$ cat src/rtl/riscv_pkg.sv
// Shared RV32 load/store encodings, LSU FSM states and default sizing.
package riscv_pkg;

    localparam int ADDR_W_DEF = 8;

    localparam logic [2:0] F3_B  = 3'b000;
    localparam logic [2:0] F3_H  = 3'b001;
    localparam logic [2:0] F3_W  = 3'b010;
    localparam logic [2:0] F3_BU = 3'b100;
    localparam logic [2:0] F3_HU = 3'b101;

    typedef enum logic [2:0] {
        IDLE,
        RD,
        RD_WAIT,
        WR,
        RESP
    } lsu_state_t;

    // Illegal encoding or misaligned address for the given access.
    function automatic logic lsu_bad(
        input logic       store,
        input logic [2:0] op,
        input logic [1:0] a
    );
        logic bad;
        bad = 1'b1;
        case (op)
            F3_B:  bad = 1'b0;
            F3_H:  bad = a[0];
            F3_W:  bad = (a != 2'b00);
            F3_BU: bad = store;
            F3_HU: bad = store | a[0];
            default: bad = 1'b1;
        endcase
        return bad;
    endfunction

endpackage

$ cat src/rtl/lsu_lane_fmt.sv
// Byte/half lane extraction for loads and lane merge for sub-word stores.
module lsu_lane_fmt
    import riscv_pkg::*;
(
    input  logic [2:0]  op,
    input  logic [1:0]  addr_lo,
    input  logic [31:0] rdata,
    input  logic [31:0] wdata,
    output logic [31:0] load_data,
    output logic [31:0] merge_data
);

    logic [4:0]  bsh;
    logic [4:0]  hsh;
    logic [7:0]  b;
    logic [15:0] h;

    assign bsh = {addr_lo, 3'b000};
    assign hsh = {addr_lo[1], 4'b0000};
    assign b   = rdata[bsh +: 8];
    assign h   = rdata[hsh +: 16];

    always_comb begin
        load_data = rdata;
        case (op)
            F3_B:  load_data = {{24{b[7]}}, b};
            F3_BU: load_data = {24'h0, b};
            F3_H:  load_data = {{16{h[15]}}, h};
            F3_HU: load_data = {16'h0, h};
            default: load_data = rdata;
        endcase
    end

    always_comb begin
        merge_data = rdata;
        case (op)
            F3_B:    merge_data[bsh +: 8]  = wdata[7:0];
            F3_H:    merge_data[hsh +: 16] = wdata[15:0];
            default: merge_data = wdata;
        endcase
    end

endmodule

$ cat src/rtl/load_store_unit.sv
// RV32 load/store unit: single-port word memory, RMW for SB/SH.
module load_store_unit
    import riscv_pkg::*;
#(
    parameter int ADDR_W = ADDR_W_DEF
) (
    input  logic              clk,
    input  logic              rst,
    input  logic              req_valid,
    output logic              req_ready,
    input  logic              req_store,
    input  logic [2:0]        req_op,
    input  logic [31:0]       req_addr,
    input  logic [31:0]       req_wdata,
    output logic              resp_valid,
    output logic [31:0]       resp_rdata,
    output logic              resp_err,
    output logic [ADDR_W-3:0] mem_addr,
    output logic              mem_ren,
    input  logic [31:0]       mem_rdata,
    output logic              mem_wen,
    output logic [31:0]       mem_wdata
);

    lsu_state_t        state;
    lsu_state_t        next;
    logic [2:0]        op_q;
    logic              store_q;
    logic [ADDR_W-1:0] addr_q;
    logic [31:0]       wdata_q;
    logic [31:0]       rdata_q;
    logic              err_q;
    logic              accept;
    logic              bad;
    logic [31:0]       load_data;
    logic [31:0]       merge_data;
    logic              unused_addr;

    assign unused_addr = ^req_addr[31:ADDR_W];

    assign accept = req_valid & (state == IDLE);
    assign bad    = lsu_bad(req_store, req_op, req_addr[1:0]);

    lsu_lane_fmt u_fmt (
        .op         (op_q),
        .addr_lo    (addr_q[1:0]),
        .rdata      (mem_rdata),
        .wdata      (wdata_q),
        .load_data  (load_data),
        .merge_data (merge_data)
    );

    always_comb begin
        next = state;
        unique case (state)
            IDLE: begin
                if (req_valid) begin
                    if (bad)
                        next = RESP;
                    else if (req_store && req_op == F3_W)
                        next = WR;
                    else
                        next = RD;
                end
            end
            RD:      next = RD_WAIT;
            RD_WAIT: next = store_q ? WR : RESP;
            WR:      next = RESP;
            RESP:    next = IDLE;
            default: next = IDLE;
        endcase
    end

    always_ff @(posedge clk) begin
        if (rst) begin
            state   <= IDLE;
            op_q    <= 3'b000;
            store_q <= 1'b0;
            addr_q  <= '0;
            wdata_q <= 32'h0;
            rdata_q <= 32'h0;
            err_q   <= 1'b0;
        end else begin
            state <= next;
            if (accept) begin
                op_q    <= req_op;
                store_q <= req_store;
                addr_q  <= req_addr[ADDR_W-1:0];
                wdata_q <= req_wdata;
                err_q   <= bad;
                if (bad)
                    rdata_q <= 32'h0;
            end
            // Sub-word stores park the merged word in wdata_q for WR.
            if (state == RD_WAIT) begin
                if (store_q)
                    wdata_q <= merge_data;
                else
                    rdata_q <= load_data;
            end
            if (state == WR)
                rdata_q <= 32'h0;
        end
    end

    assign req_ready  = (state == IDLE);
    assign resp_valid = (state == RESP);
    assign resp_err   = (state == RESP) & err_q;
    assign resp_rdata = rdata_q;
    assign mem_ren    = (state == RD);
    assign mem_wen    = (state == WR);
    assign mem_addr   = addr_q[ADDR_W-1:2];
    assign mem_wdata  = wdata_q;

endmodule

$ cat config.mk
export PLATFORM = sky130hd
export DESIGN_NAME = load_store_unit
export DESIGN_NICKNAME = d
export VERILOG_FILES = /design/src/rtl/riscv_pkg.sv /design/src/rtl/lsu_lane_fmt.sv /design/src/rtl/load_store_unit.sv
export SDC_FILE = /design/constraint.sdc
export NUM_CORES = 1
export LEC_CHECK = 0
export ABC_AREA = 1
export CORE_MARGIN = 3
export CORE_UTILIZATION = 30
export CTS_BUF_LIST = sky130_fd_sc_hd__clkbuf_2 sky130_fd_sc_hd__clkbuf_4 sky130_fd_sc_hd__clkbuf_8
export CTS_CLUSTER_SIZE = 14
export DETAILED_ROUTE_END_ITERATION = 7
export GPL_TIMING_DRIVEN = 0
export REMOVE_ABC_BUFFERS = 1
export SLEW_MARGIN = 20
export SYNTH_ARGS = -nofsm -noshare
export SYNTH_HDL_FRONTEND = slang
export SYNTH_HIERARCHICAL = 1
export SYNTH_SLANG_ARGS = --single-unit
$ cat constraint.sdc
create_clock -name clk -period 6.2 [get_ports clk]
set_clock_uncertainty 0.2 [all_clocks]
set_input_delay 1.86 -clock clk [delete_from_list [all_inputs] [get_ports clk]]
set_output_delay 1.86 -clock clk [all_outputs]
set_load 0.02 [all_outputs]
# Word level (Yosys, flattened, before mapping)
# Index checks and enable logic that the tools add are counted.
[totals]
regBits = 80
in_bits = 103
out_inout_bits = 75
wordCells = 54
[op_classes]
addsub = 2
n_eq_ne = 13
shift = 6
mux = 17
bitwise_logic = 3
reduce_logical = 6
[ops]
columns = ["operator", "count"]
rows = [
  ["32-bit two-way mux", 7],
  ["32-bit case mux with 4 select lines", 1],
  ["32-bit bitwise mux", 2],
  ["32-bit case mux with 2 select lines", 1],
  ["16-bit by 7-bit variable shift with 32-bit output (first input constant)", 1],
  ["8-bit by 7-bit variable shift with 32-bit output (first input constant)", 1],
  ["16-bit by 7-bit indexed part select with 32-bit output", 1],
  ["32-bit by 6-bit indexed part select with 16-bit output", 1],
  ["32-bit by 6-bit indexed part select with 8-bit output", 1],
  ["8-bit by 7-bit indexed part select with 32-bit output", 1],
  ["3-bit equality test (second input constant)", 5],
  ["5-bit negator with 7-bit output", 2],
  ["3-bit case mux with 4 select lines", 1],
  ["3-bit by 1-bit equality test with 1-bit output (second input constant)", 3],
  ["3-bit by 2-bit equality test with 1-bit output (second input constant)", 3],
  ["3-bit logical NOT", 3],
  ["3-bit two-way mux", 3],
  ["1-bit case mux with 5 select lines", 1],
  ["4-bit by 2-bit != test with 1-bit output (second input constant)", 1],
  ["1-bit bitwise AND", 2],
  ["2-bit two-way mux", 1],
  ["2-bit != test (second input constant)", 1],
  ["2-bit nonzero test", 1],
  ["2-bit OR reduction", 1],
  ["2 further kinds", 2],
]

# Depth between registers and ports, before layout
# Gate-level depths: netlist of run 1.
[depth]
word_depth = 6
ltp_mapped = 12
ltp_nobuf = 10

# Modules after synthesis
# Netlist of run 1, hierarchy kept.
[modules_own_cells]
columns = ["mod", "instances", "cells_per_inst", "area_per_inst_um2", "seq_area_each_um2"]
rows = [
  ["load_store_unit", 1, 485, 3529.6, 1601.5],
  ["lsu_lane_fmt", 1, 503, 2285.9, 0.0],
]

# Worst setup path after synthesis of run 1
# OpenSTA, ideal clock, no wires.
[synth_path]
kind = "register to output"
from = "reg state[2]"
to = "out resp_err"
t_arrival_ns = 1.291
required_time_ns = 4.140
slack_ns = 2.849
stages_incl_launch_ff = 4
n_path_buf = 0
path_cell_list = "dfxtp_1 -> inv_1 -> nor3_1 -> and2_1"
[synth_between]
elab_chain_cells = 2
[synth_rtl]
columns = ["item", "line", "rtl"]
rows = [
  ["start, declared", "load_store_unit.sv:25", "lsu_state_t state;"],
  ["start signal, assigned", "load_store_unit.sv:84", "state <= next;"],
  ["3-bit equality test", "--", ""],
  ["net resp_valid", "load_store_unit.sv:15", "output logic resp_valid,"],
  ["1-bit bitwise AND", "load_store_unit.sv:108", "assign resp_err = (state == RESP) & err_q;"],
  ["end, declared", "load_store_unit.sv:17", "output logic resp_err,"],
]
# The timed path passes the listed nets, and every way through them passes these cells.

# Worst setup path in the final report of run 1
[layout_path]
from = "reg state[2]"
to = "out resp_err"
[layout_between]
elab_chain_cells = 2
[layout_rtl]
columns = ["item", "line"]
rows = [
  ["3-bit equality test", "load_store_unit.sv:108"],
  ["1-bit bitwise AND", "load_store_unit.sv:108"],
]
# No other way between the ends.

==> results of run 1 <==
-- cell usage after synthesis --
master    instances  area (sq um)
o21ai_1          10          50.1
nand2_2           1          6.26
buf_1             4          15.0
nor2_2            3          18.8
buf_6             9           101
nand4_1           9          56.3
and2_1            2          12.5
buf_2            30           150
clkbuf_1         20          75.1
or2_2            13          81.3
a21oi_1          66           330
or2_0            26           163
nor2_8            1          20.0
nand2_4           1          11.3
o211ai_1          8          60.1
nor3_2            1          10.0
o211ai_2          1          12.5
nor3_4            1          16.3
nand3_1         183           916
inv_1            88           330
clkinv_1          1          3.75
inv_2             5          18.8
o21ai_0          64           320
nand2_1         272          1020
nor2_1           73           274
dfxtp_1          80          1600
nor3_1            2          10.0
ha_1              5          62.6
buf_4             9          67.6
-- flip-flops by register name, indices dropped and copies added (netlist names) --
register	count
addr_q	8
err_q	1
mem_wdata	32
op_q	3
resp_rdata	32
state	3
store_q	1
-- metrics by stage --
| step | setup slack [ps] | utilization (%) | instances | instance area, sq um |
|---|---|---|---|---|
| after floorplan | 2230 | - | 916 | 5410 |
| after global placement | 547 | 38.4 | 1329 | 7260 |
| after detailed placement | 1860 | 39.1 | 1333 | 7390 |
| after CTS | 2160 | 40.1 | 1346 | 7570 |
| after global routing | 2070 | 40.1 | 1346 | 7580 |
| final | 2200 | 40.1 | 1346 | 7580 |
-- tightest hold or removal path, cell delays in order, from the launching register on --
cell and delay, ps:
dfxtp_1 310, nand2_1 60, a21oi_1 50
-- worst min-delay path by stage --
stage | start | endpoint | slack [ps] | cells past startpoint
after detailed placement | err_q | err_q | 250 | 2
final | resp_rdata[29] | resp_rdata[29] | 260 | 2
after global routing | err_q | err_q | 280 | 2
after floorplan | err_q | err_q | 230 | 2
after global placement | err_q | err_q | 250 | 2
after CTS | err_q | err_q | 260 | 2
-- power by group through the flow --
stage	logic, mW	registers (mW)	clock network [mW]
floorplan	0.315	0.628	0
detailed placement	0.585	0.611	0
CTS	0.587	0.599	0.406
global route	0.660	0.605	0.423
global placement	0.560	0.615	0
finish	0.586	0.599	0.391
-- area by class of cell --
class,instances,area share (%)
clock inverter,1,0.396
clock buffer,12,2.01
multi-input combinational,742,45.8
inverter,94,4.67
timing repair buffer,157,21.7
tap,260,4.29
sequential,80,21.2
-- cell families after synthesis --
| group | Yosys count | share of synthesized area, % |
|---|---|---|
| and+or+nand+nor | 588 | 45.0 |
| buffers and inverters | 166 | 13.1 |
| AOI/OAI and AO/OA | 149 | 13.3 |
| DFF | 80 | 27.5 |
| adders and majority gates | 5 | 1.08 |
-- routing by layer --
layer | track usage (%) | wire length [um]
met2 | 29.3 | 9050
met3 | 2.53 | 1080
met1 | 25.9 | 9530
met4 | 6.84 | 423
met5 | 0 | 0
==> results.md, run 1 <==
- Crit path max-delay family: buffers and inverters
- Leak pwr: ~3.3 nW
- Startpoint types: flop
- Yosys warns: 6
- Worst hold slack: 261 ps
- Syn avg cell area: approximately 6 sq um
- Worst-path clk slew: 80 ps
- Power share of the sequential group: between 30% and 40%
- Sequential-to-total area share from yosys stat: between 20 and 30%
- Post-Syn Instances: 988
- R2R depth: 11
- # diodes: 0
- CP Class: flop to output port
- Row count: 50
- Critical path capture point: resp_err
- Slew Limit Fails: 0
- Max Cap Violations: 0
- Area Growth Syn to Fin: 30.3%
- Port Buf Inserts: between 150 and 200
- Fin crit period: ~4000 ps
- Final Hold Viols: 0
- Gr usage total: 18.6%
- CTS Buf Count: 9
- PwrDens: between 200 and 250 nW/um^2
- Die W: 145 um
- Critical Path AT: between 1500 and 2000 ps
- Starting Density: 30.8%
- Critical path cell sequence: inv_1 > nor3_1 > and2_1 > clkdlybuf4s50_1
- WL final: roughly 20000 um
- Initial antenna violation count: 0
- Die H: ~150 um
- GRT overflow: 0
- Clock tree buffer depth: 2
- Internal: ~980 uW
- Global-route wire length before repair: 32100 um
- Largest net degree at the start of global routing: 67
- # DRC: 0
- Synth Cell Area: approximately 5800 sq um
- Fillcell total: roughly 2100
- I/O pins: ~180
- Post-synth cell types: 29
- Worst Hold Class: flop to flop
- Sw frac: 38.1%
- CTS HTree Levels: 3
- CTS Sinks: 80
- NumNets Final: 1192
- CTS tree: yes
- Die ar.: around 21000 sq um
- Iter 0 DRT Violations: about 540
- CTS resizes: 0
- Vias in the first global route: between 5000 and 6000
- Reg-to-reg critical path endpoint: mem_wdata[1]
- Seq cells post-synth: 80
- Final GP Congestion: 0.845
- Slowest library cell on the worst path: clkdlybuf4s50_1
- Commonest non-fill, non-tap cell in the layout: nand2_1
- Part of the power in the clock network: 24.8%
- Clk Latency, worst-skew pair: around 380 ps
- RSZ-0062 raised after global routing: false
- Tightest Pin Transition: approximately 1100 ps
- Number of cells on the critical path: 4
- Share of cells above drive strength 1: 4.51%
- Gate power share: between 30% and 40%
- Post-DP HPWL: ~14000 um
- Post-CTS setup repair buffer count: 0
- Worst slew margin: roughly 28%
- R2r startpoint: addr_q[1]
- 1st-pass router iterations: 6
- CP required: a little over 4000 ps
- Routed Antenna Nets: 0
- Core area: between 15000 and 20000 sq um
- Clk root buf: clkbuf_8
- DR vias/cell: between 4 and 5
- Outcome: completed
- Worst Setup SP: state[2]
- Tcrit/Tclk final: 64.4%
- Most frequent cells in the layout: nand2_1 (270), nand3_1 (183), clkdlybuf4s50_1 (153), inv_1 (88), dfxtp_1 (78)
- Final Power: about 1.6 mW
- R2R Setup Slk: 2990 ps
- Setup Viol. Count Final: 0
- F_max: around 0.25 GHz
- Worst Path Buf+Inv: 2
- Register Area: 1600 sq um
- Maximum vdd drop: around 0.081 mV
- Wire length per cell: around 15 um
- Footprint of the multi-input gates: 3470 sq um
- Switching power: roughly 600 uW
- Crit end category: output port
- Setup TNS: 0 ps
- Number of hold buffers added after cts: 0
- Worst-path maximum fanout: 4
- Critical Path Max Stage Delay: roughly 600 ps
- DR vias: around 6500
(Power assumes the default switching activity.)
==> run 2: changes to the inputs <==
Clock period 6.2 ns to 3.9 ns, I/O delays scaled along.
==> results of run 2 <==
Same layout as run 1 (identical final DEF). Status: completed.
Main changes from that run: setup slack after placement 1860 ps -> 251 ps; setup slack after layout 2200 ps -> 594 ps; register-to-register setup slack 2990 ps -> 690 ps; total power 1.58 mW -> 2.51 mW; worst IR drop on VDD 0.0807 mV -> 0.128 mV
==> run 3: changes to the inputs <==
Clock period 3.9 ns to 3.2 ns, I/O delays scaled along.
==> run 3 against run 2 <==
Die area is the same. First-iteration DRC count grew 8.8%. Final area grew 0.18%. Highest routed layer unchanged. Largest power group unchanged. Cell count is the same. Count of clock-buffer cells in the layout is the same. Sequential share of layout area is essentially flat. Worst setup slack lost 390 ps. Non-clock buffer count is the same. Utilization grew 0.073 points. Flip-flop and latch count is the same. Largest cell class unchanged.
==> results.md, run 3 (synthesized netlist as in run 1, its figures left out) <==
- Reg-to-reg critical path endpoint: mem_wdata[0]
- DR vias: 6459 (+0.015%)
- Row count: 50 (unchanged)
- CTS Buf Count: 9 (unchanged)
- Final Power: 3.06 mW
- Critical path cell sequence: inv_1 > nor3_2 > and2_1 > clkdlybuf4s50_1
- CTS Sinks: 80 (unchanged)
- Commonest non-fill, non-tap cell in the layout: nand2_1
- Number of cells on the critical path: 4 (unchanged)
- Port Buf Inserts: 153 (unchanged)
- R2r startpoint: addr_q[1]
- Hold EP: resp_rdata[16]
- Core area: 18900 sq um (unchanged)
- Largest net degree at the start of global routing: 67 (unchanged)
- Clk Latency, worst-skew pair: 380 ps (about the same)
- Critical Path AT: 1830 ps (-110 ps)
- R2R depth: 11 (unchanged)
- Finished Core Util: 40.2% (+0.073 points)
- CP required: between 2000 and 2500 ps
- # diodes: 0 (unchanged)
- Worst hold slack: 260 ps (-0.707 ps)
- DR vias/cell: 4.80 (about the same)
- Area Growth Syn to Fin: 30.6%
- NumNets Final: 1192 (unchanged)
- RSZ-0062 raised after global routing: false
- CTS HTree Levels: 3 (unchanged)
- Worst hold start: resp_rdata[16]
- Share of cells above drive strength 1: 4.88% (+0.37 points)
- R2R Setup Slk: roughly 310 ps
- Worst-path clk slew: 80 ps (about the same)
- Fillcell total: 2097 (+0.24%)
- F_max: ~0.33 GHz
- Footprint of the multi-input gates: 3480 sq um (+0.29%)
- CP Class: flop to output port
- Wire length per cell: 15.0 um (+0.22%)
- Slew Limit Fails: 0 (unchanged)
- Die W: 145 um (unchanged)
- Startpoint types: flop
- CTS tree: yes
- Post-DP HPWL: 14200 um (unchanged)
- Leak pwr: 3.32 nW (+0.13%)
- I/O pins: 178 (unchanged)
- Worst Path Buf+Inv: 2 (unchanged)
- Setup TNS: 0 ps (unchanged)
- Fin crit period: approximately 3000 ps
- Tightest Pin Transition: 1140 ps (+54.3 ps)
- Worst slew margin: 24.1% (-3.6 points)
- Outcome: completed
- Iter 0 DRT Violations: 591 (+8.8%)
- Starting Density: 30.8% (unchanged)
- WHS Path Cells: 2 (unchanged)
- Routed Antenna Nets: 0 (unchanged)
- Clk root buf: clkbuf_8
- Slowest library cell on the worst path: clkdlybuf4s50_1
- Crit end category: output port
- Register Area: 1610 sq um (+0.23%)
- # DRC: 0 (unchanged)
- Final GP Congestion: 0.845 (unchanged)
- 1st-pass router iterations: 5 (-1)
- Crit path max-delay family: buffers and inverters
- Clock tree buffer depth: 2 (unchanged)
- Worst Hold Class: flop to flop
- Final Hold Viols: 0 (unchanged)
- Die ar.: 21100 sq um (unchanged)
- Max Cap Violations: 0 (unchanged)
- Gr usage total: 18.6% (unchanged)
- Vias in the first global route: 5903 (unchanged)
- PwrDens: a little over 400 nW/um^2
- Die H: 145 um (unchanged)
- Global-route wire length before repair: 32100 um (unchanged)
- Setup Viol. Count Final: 0 (unchanged)
- Worst-path maximum fanout: 4 (unchanged)
- WL final: 20100 um (+0.22%)
- Initial antenna violation count: 0 (unchanged)
- Maximum vdd drop: 0.167 mV
- Most frequent cells in the layout: nand2_1 (269), nand3_1 (183), clkdlybuf4s50_1 (153), inv_1 (88), dfxtp_1 (77)
- Critical Path Max Stage Delay: 600 ps (about the same)
- GRT overflow: 0 (unchanged)
- Tcrit/Tclk final: between 90 and 100%
## run 3: cell counts in the layout (fill, tap and decap cells not counted)
No cell type changed its count.
## run 3: cell type report
class                   instances  share of cell area, %
repair buffers                157                   21.6
multi-input cells             742                   45.9
clock buffers                  12                   2.01
well taps                     260                   4.28
flip-flops and latches         80                   21.2
clock inverters                 1                  0.395
inverters                      94                   4.66
## run 3: tightest hold or removal path: cells and delay by family (launching register included)
kind	cells	cell delay, ps
flops	1	310
simple gates	1	60
compound gates	1	50
## run 3: how the worst max path moves through the flow
| stage | slack, ps | startpoint | endpoint |
|---|---|---|---|
| final | 210 | state[2] | resp_err |
| after global routing | 2 | op_q[1] | resp_rdata[23] |
| after CTS | 20 | addr_q[1] | mem_wdata[1] |
| after detailed placement | -240 | req_valid | mem_wdata[22] |
| after global placement | -1550 | req_valid | store_q |
| after floorplan | -190 | addr_q[1] | mem_wdata[16] |
## run 3: layer usage
layer	up-vias	wire (um)	part of all wire [%]	global-route usage, %
li1	3378	-	-	-
met1	2878	9730	48	25.9
met2	180	8970	45	29.3
met3	23	1020	5.1	2.53
met4	0	418	2.1	6.84
met5	-	0	0	0
## run 3: stage by stage
step / instances / cell area, sq um / setup WS, ps
2_1_floorplan: 916 / 5410 / -193
3_3_place_gp: 1329 / 7260 / -1550
3_5_place_dp: 1333 / 7390 / -239
4_1_cts: 1346 / 7570 / 17.7
5_1_grt: 1346 / 7590 / 2.50
6_report: 1346 / 7590 / 207
## run 3: repair_timing
| item | in CTS | in global routing |
|---|---|---|
| setup buffers | 0 | 0 |
| setup endpoints to repair | 0 | 52 |
| gates resized for setup | 0 | 5 |
| hold buffers | 0 | 0 |
## run 3: power by group
group	internal, mW	leakage [nW]	switching (mW)	total [mW]
logic	0.449	2.57	0.690	1.14
registers	1.06	0.655	0.103	1.16
clock network	0.387	0.0952	0.373	0.760
